--- config.mk ---
export PLATFORM = sky130hd
export DESIGN_NAME = reaction_round_controller
export DESIGN_NICKNAME = d
export VERILOG_FILES = /design/src/rtl/reaction_round_controller_pkg.sv /design/src/rtl/reaction_round_controller_lfsr8.sv /design/src/rtl/reaction_round_controller.sv
export SDC_FILE = /design/constraint.sdc
export NUM_CORES = 1
export LEC_CHECK = 0
export CAP_MARGIN = 40
export CORE_UTILIZATION = 60
export CTS_BUF_LIST = sky130_fd_sc_hd__clkbuf_2
export DETAILED_ROUTE_END_ITERATION = 7
export GPL_ROUTABILITY_DRIVEN = 1
export PLACE_DENSITY = 0.9
export SYNTH_ARGS = -nofsm -noshare
export SYNTH_HDL_FRONTEND = slang
export SYNTH_SLANG_ARGS = --single-unit
--- constraint.sdc ---
create_clock -name ClockIn -period 2.4 [get_ports ClockIn]
set_clock_uncertainty 0.15 [all_clocks]
set_input_delay 0.72 -clock ClockIn [delete_from_list [all_inputs] [get_ports ClockIn]]
set_output_delay 0.72 -clock ClockIn [all_outputs]
set_load 0.02 [all_outputs]
--- src/rtl/reaction_round_controller_pkg.sv ---
// Shared definitions for the reaction-round controller: FSM encoding, counter widths
// and the LFSR step function.
`ifndef REACTION_ROUND_CONTROLLER_PKG_SV
`define REACTION_ROUND_CONTROLLER_PKG_SV
package reaction_round_controller_pkg;

  localparam int DELAY_W = 11;
  localparam int COUNT_W = 13;

  typedef enum logic [2:0] {
    ST_IDLE = 3'd0,
    ST_WAIT = 3'd1,
    ST_GO   = 3'd2,
    ST_DONE = 3'd3,
    ST_FOUL = 3'd4
  } state_t;

  // Fibonacci form of x^8+x^6+x^5+x^4+1; maximal length, so a nonzero seed never hits zero.
  function automatic logic [7:0] lfsr8_step(input logic [7:0] s);
    return {s[6:0], s[7] ^ s[5] ^ s[4] ^ s[3]};
  endfunction

endpackage
`endif

--- src/rtl/reaction_round_controller_lfsr8.sv ---
// Free-running 8-bit LFSR that supplies the random part of the pre-GO delay.
module lfsr8
  import reaction_round_controller_pkg::*;
(
  input  logic       ClockIn,
  input  logic       CLRN,
  output logic [7:0] out
);

  logic [7:0] r_state;

  always_ff @(posedge ClockIn or negedge CLRN) begin
    if (!CLRN) r_state <= 8'h01;
    else       r_state <= lfsr8_step(r_state);
  end

  assign out = r_state;

endmodule

--- src/rtl/reaction_round_controller.sv ---
// Reaction-time game round controller: randomized wait, GO window with a
// saturating reaction counter, foul and timeout detection.
module reaction_round_controller
  import reaction_round_controller_pkg::*;
#(
  parameter logic [DELAY_W-1:0] MIN_DELAY = 11'd500,
  parameter logic [COUNT_W-1:0] TIMEOUT   = 13'd8191
)(
  input  logic               ClockIn,
  input  logic               CLRN,
  input  logic               Tick,
  input  logic               Start,
  input  logic               Button,
  output logic               GoLed,
  output logic [COUNT_W-1:0] Result,
  output logic               ResultValid,
  output logic               Foul,
  output logic               TimedOut,
  output logic               Busy
);

  state_t               r_state;
  state_t               w_state_nxt;
  logic [7:0]           w_lfsr;
  logic [DELAY_W-1:0]   w_delay_load;
  logic [DELAY_W-1:0]   r_delay;
  logic [COUNT_W-1:0]   r_count;
  logic [COUNT_W-1:0]   r_result;
  logic                 r_result_vld;
  logic                 r_foul;
  logic                 r_timed_out;

  lfsr8 u_lfsr8 (
    .ClockIn (ClockIn),
    .CLRN    (CLRN),
    .out     (w_lfsr)
  );

  // LFSR scaled by 4 keeps the sum inside 11 bits for any 11-bit MIN_DELAY up to 1027.
  assign w_delay_load = MIN_DELAY + {1'b0, w_lfsr, 2'b00};

  always_ff @(posedge ClockIn or negedge CLRN) begin
    if (!CLRN) r_state <= ST_IDLE;
    else       r_state <= w_state_nxt;
  end

  always_comb begin
    w_state_nxt = r_state;
    case (r_state)
      ST_IDLE, ST_DONE, ST_FOUL: begin
        if (Start) w_state_nxt = ST_WAIT;
      end
      ST_WAIT: begin
        if (Button)                                 w_state_nxt = ST_FOUL;
        else if (Tick && (r_delay <= DELAY_W'(1)))  w_state_nxt = ST_GO;
      end
      ST_GO: begin
        if (Button || (r_count >= TIMEOUT)) w_state_nxt = ST_DONE;
      end
      default: w_state_nxt = ST_IDLE;
    endcase
  end

  always_ff @(posedge ClockIn or negedge CLRN) begin
    if (!CLRN) begin
      r_delay      <= '0;
      r_count      <= '0;
      r_result     <= '0;
      r_result_vld <= 1'b0;
      r_foul       <= 1'b0;
      r_timed_out  <= 1'b0;
    end else begin
      r_result_vld <= 1'b0;
      case (r_state)
        ST_IDLE, ST_DONE, ST_FOUL: begin
          if (Start) begin
            r_delay     <= w_delay_load;
            r_count     <= '0;
            r_foul      <= 1'b0;
            r_timed_out <= 1'b0;
          end
        end
        ST_WAIT: begin
          if (Button)                          r_foul  <= 1'b1;
          else if (Tick && (r_delay != '0))    r_delay <= r_delay - DELAY_W'(1);
        end
        ST_GO: begin
          // A press in the same cycle as the timeout is a genuine result.
          if (Button) begin
            r_result     <= r_count;
            r_result_vld <= 1'b1;
          end else if (r_count >= TIMEOUT) begin
            r_result     <= TIMEOUT;
            r_result_vld <= 1'b1;
            r_timed_out  <= 1'b1;
          end else if (Tick) begin
            r_count <= r_count + COUNT_W'(1);
          end
        end
        default: ;
      endcase
    end
  end

  assign GoLed       = (r_state == ST_GO);
  assign Busy        = (r_state == ST_WAIT) || (r_state == ST_GO);
  assign Result      = r_result;
  assign ResultValid = r_result_vld;
  assign Foul        = r_foul;
  assign TimedOut    = r_timed_out;

endmodule

* Word-level counts from Yosys, hierarchy flattened
Index checks and enable logic that the tools add are counted.
Widths: inputs -> output; s select.
** Word-level totals
- Bits in registers :: 51
- Input bits :: 5
- Output and inout bits :: 18
- Logic and storage cells :: 71
** Operators by class
- Add/subtract/negate cells :: 3
- Order comparisons :: 2
- Equal/unequal tests :: 14
- Mux-type cells :: 25
- Bitwise operators :: 3
- Reduce and logical (&&, ||, !) cells :: 16
** Operators by type and width (number)
- $mux 13 :: 6
- $mux 11 :: 3
- $pmux 13 s2 :: 1
- $pmux 11 s2 :: 1
- $ne 2x2->1 const B :: 7
- $add 13x1->13 const B :: 1
- $ge 13x13->1 const B :: 1
- $mux 3 :: 4
- $add 9x10->11 const A :: 1
- $le 11x1->1 const B :: 1
- $reduce_bool 11->1 :: 1
- $sub 11x1->11 const B :: 1
- $pmux 3 s3 :: 1
- $reduce_and 4->1 :: 2
- $mux 1 :: 7
- $eq 3x2->1 const B :: 2
- $reduce_and 3->1 :: 2
- $reduce_bool 2->1 :: 3
- $reduce_and 5->1 :: 1
- $ne 2x1->1 const B :: 2
- $pmux 1 s2 :: 2
- $eq 3x1->1 const B :: 1
- $eq 3x3->1 const B :: 1
- $logic_not 3->1 :: 1
- 6 further kinds :: 10

* Logic depth before layout (Yosys ltp)
- Depth after elaboration :: 5
- Gate-level depth with buffers :: 9
- Gate-level depth less buffers :: 7

* Hierarchy
Synthesis repeated with hierarchy kept, for this count alone.
** Unflattened totals
- Cell total of the unflattened synthesis :: 255
- Area, all modules :: 2617.5 um^2
** By module, submodules not included
- reaction_round_controller :: instances 1, cells each 244, area each 2389.8 um^2, sequential area each 1076.0 um^2
- lfsr8 :: instances 1, cells each 11, area each 227.7 um^2, sequential area each 201.4 um^2

* Worst setup path after synthesis
No wires, ideal clock.
- Kind :: register to output
- Start point :: register r_state[2]
- End point :: output port Busy
- Data arrival time :: 1.339 ns
- Slack :: 0.191 ns
- Stages on the path, launching flop included :: 6
- Path through :: dfrtp_1 -> nand2b_1 -> nand2b_1 -> clkbuf_1 -> clkbuf_1 -> nand2_1
** On the way
- Cells in the longest elaborated chain, start to end :: 2
- Elaborated cells on any way between the ends :: 3
** Ends and longest elaborated chain
- start, declared :: RTL line reaction_round_controller.sv:22 : state_t r_state;
- start signal, assigned :: RTL line reaction_round_controller.sv:44 : else r_state <= w_state_nxt;
- $eq 3x1->1 / $eq 3x2->1 (equally long branches) :: RTL line reaction_round_controller.sv:106 : assign Busy = (r_state == ST_WAIT) || (r_state == ST_GO);
- $logic_or 1x1->1 * :: RTL line reaction_round_controller.sv:106
- end, declared :: RTL line reaction_round_controller.sv:19 : output logic Busy
Mark *: on every way between the ends. The rest lies on a longest branch, timed or not.

* Worst setup path after layout
Ends and elaborated chain as after synthesis.

==> summary.txt <==
Run status
  • Outcome: finished, final reports clean

Timing
  • Fin crit period: 2.36 ns
  • Slew @ Worst Pin: 0.551 ns
  • Setup TNS: 0 ns
  • Final slew viol count: 0
  • Final Hold Vio Count: 0
  • # setup viols final: 0
  • Unrepaired setup endpoints after global routing: true
  • Fin crit share: 98.5%
  • Max Clk Rate: 423 MHz
  • Final worst slack: 0.0372 ns
  • Final Hold Slack: 0.0680 ns
  • Slew HR: 63.0%

Clock tree
  • Worst-skew pair later-pin latency: 0.44 ns
  • Post-CTS Hold Buffers: 0
  • CTS tree: done
  • Clock buffer depth: 2
  • Clock-pin slew on the worst setup and hold paths: 0.26 ns
  • H-tree depth: 2
  • Clock root buffer: clkbuf_2
  • Sink Count: 51
  • Number of CTS-inserted buffers: 5

Floorplanning
  • Site Rows: 23
  • Initial Util: 64.4%
  • Die H: 68.5 µm
  • Core ar.: 4120 µm²
  • Die W: 68.5 µm
  • Ports: 23
  • DIE AREA: 4690 µm²

Detailed routing
  • Initial DRC Count: 133
  • DR pass1 iterations: 7
  • Via Count: 2211
  • WL final: 5730 µm
  • Antenna-violating nets left: 0
  • DR WL/cell: 16.0 µm
  • DRC viols: 0
  • Via/cell ratio: 6.19

Cells and area
  • Diodes inserted: 0
  • Final core utilization: 77.7%
  • Synth-to-Final Area Change: 20.6%
  • Layout Cells excl Fill: 357
  • Footprint of the multi-input gates: 1310 µm²
  • Final Instance Area: 3200 µm²
  • Final-layout fill cell count: 266
  • Share of layout cells above drive strength 1: 18.6%
  • Sequential Area: 1280 µm²
  • Final-stage net count: 316

Place
  • Number of port buffers: 22
  • Detailed Place HPWL: 4120 µm
  • Post-place setup slack: -0.282 ns
  • Placed Cells: 348
  • GP Congestion: 0.836
  • Dpl cell area: 3070 µm²

Worst setup path
  • Critical-path top delay cell: dfrtp_1
  • Worst-path cell chain: nand2b_4 > or2_4 > nand2_2 > buf_6
  • Startpoint types: register
  • Worst stage delay on the critical path: 0.45 ns
  • CP required: 1.53 ns
  • Critical path data arrival time: 1.49 ns
  • Crit. End Element: output pin
  • Cell family with most CP delay: simple AND/OR/NAND/NOR gates
  • Crit Path Class: reg2out
  • WP buf/inv: 1
  • Crit Path Max Fanout: 3

Global routing
  • Initial antenna violation count: 0
  • GRT overflow: 0
  • Overall global routing resource usage: 27.3%
  • First-pass GRT wire length: 9240 µm
  • Via count of the first global-routing pass: 2029
  • Largest net degree at the start of global routing: 26

Yosys
  • Post-synthesis async set-or-reset flop share: 100%
  • Number of synthesized flops with an enable pin: 0
  • Post-Syn Nets: 272
  • Netlist Area Pre-Place: 2650 µm²
  • Main area contributors after synthesis: dfrtp_1, o22a_1, nor2_1, xor2_1, nand2_1
  • Seq cells post-synth: 51
  • Yosys Warn Count: 0
  • Leading area contributor after synthesis: dfrtp_1
  • Post-synthesis sequential area ratio: 48.2%
  • Count leader, synth: dfrtp_1
  • Synth top cells by count: dfrtp_1, nor2_1, nand2_1
  • Synth top area share: 47.2%
  • Post-synth cell types: 58
  • Synth Flop Type: dfrtp_1
  • Gate count of the mapped netlist: 262
  • Post-Syn Area per Cell: 10.1 µm²

Pwr
  • Leakage power: 1.49 nW
  • P per Cell Area: 637 nW/µm²
  • Final Power: 2.04 mW
  • VDD IR-drop max: 0.578 mV

Min path
  • Worst hold path class: in2async

Flow run
  • Max-Cap Viols: 0
==> worst reg2reg max path: stages (launching register included) <==
cell,delay (ns)
dfrtp_1,0.49
nor4_1,0.53
a31oi_1,0.27
o21a_1,0.31
buf_4,0.18
a22o_1,0.20
==> state kept, by name, indices dropped and copies added (netlist names) <==
| register | cells |
|---|---|
| Foul | 1 |
| ResultValid | 1 |
| r_count | 13 |
| Result | 13 |
| TimedOut | 1 |
| u_lfsr8.out | 8 |
| r_delay | 11 |
| r_state | 3 |
==> cells in the final DEF, fill, tap and decap left out, drive strengths merged, types with 5 or more instances in the layout <==
master / n
dfrtp: 50
buf: 30
nor2: 27
nand2: 20
o21ai: 18
o22a: 14
xor2: 11
nand3: 11
dlymetal6s2s: 10
a21oi: 9
clkdlybuf4s50: 9
nand4: 7
nor3: 6
clkbuf: 6
xnor2: 5
and3: 5
a22o: 5
ha: 5
or4: 5
nor4: 5
==> metal layers <==
metal / up-vias / track usage (%) / routed length, µm
met2: 76 / 44.6 / 2710
li1: 1055 / - / -
met5: - / 0 / 0
met1: 1067 / 35.5 / 2600
met4: 0 / 9.64 / 133
met3: 13 / 6.17 / 285
==> area by class of cell <==
class / instances / share of cell area, %
flip-flops and latches: 51 / 39.9
clock inverters: 2 / 1.17
clock buffers: 6 / 0.939
multi-input cells: 195 / 41.0
inverters: 4 / 0.548
repair buffers: 49 / 14.4
well taps: 50 / 1.96
==> power by group <==
group	switching, mW	internal, mW
logic	0.293	0.249
clock network	0.269	0.180
registers	0.0936	0.951
==> cell families (layout without fill, tap and decap cells) <==
| kind of cell | Yosys count | after routing | share of synthesized area, % |
|---|---|---|---|
| and+or+nand+nor | 104 | 104 | 21.2 |
| AOI/OAI and AO/OA | 69 | 69 | 19.3 |
| DFF | 51 | 51 | 48.2 |
| xor gates and xnor gates | 16 | 16 | 5.29 |
| buffers and inverters | 16 | 61 | 3.30 |
| adders and majority gates | 5 | 5 | 2.36 |
| muxes | 1 | 1 | 0.378 |
==> path summary, 6_finish.rpt <==
check	start	to	slack, ns	cells past startpoint
hold reg to reg	u_lfsr8.out[6]	u_lfsr8.out[7]	0.30	0
max in group asynchronous	CLRN	Result[8]	1.38	2
setup reg to reg	r_delay[5]	r_delay[10]	0.22	5
setup / recovery	r_state[2]	Busy	0.04	4
hold / removal	CLRN	r_count[8]	0.07	1
min in group ClockIn	u_lfsr8.out[6]	u_lfsr8.out[7]	0.30	0
==> repair_timing <==
item / CTS / global route
setup endpoints to repair: 2 / 12
pin swaps: 1 / 2
buffers inserted: 0 / 1
resized for setup: 16 / 13
(Power assumes the default switching activity.)
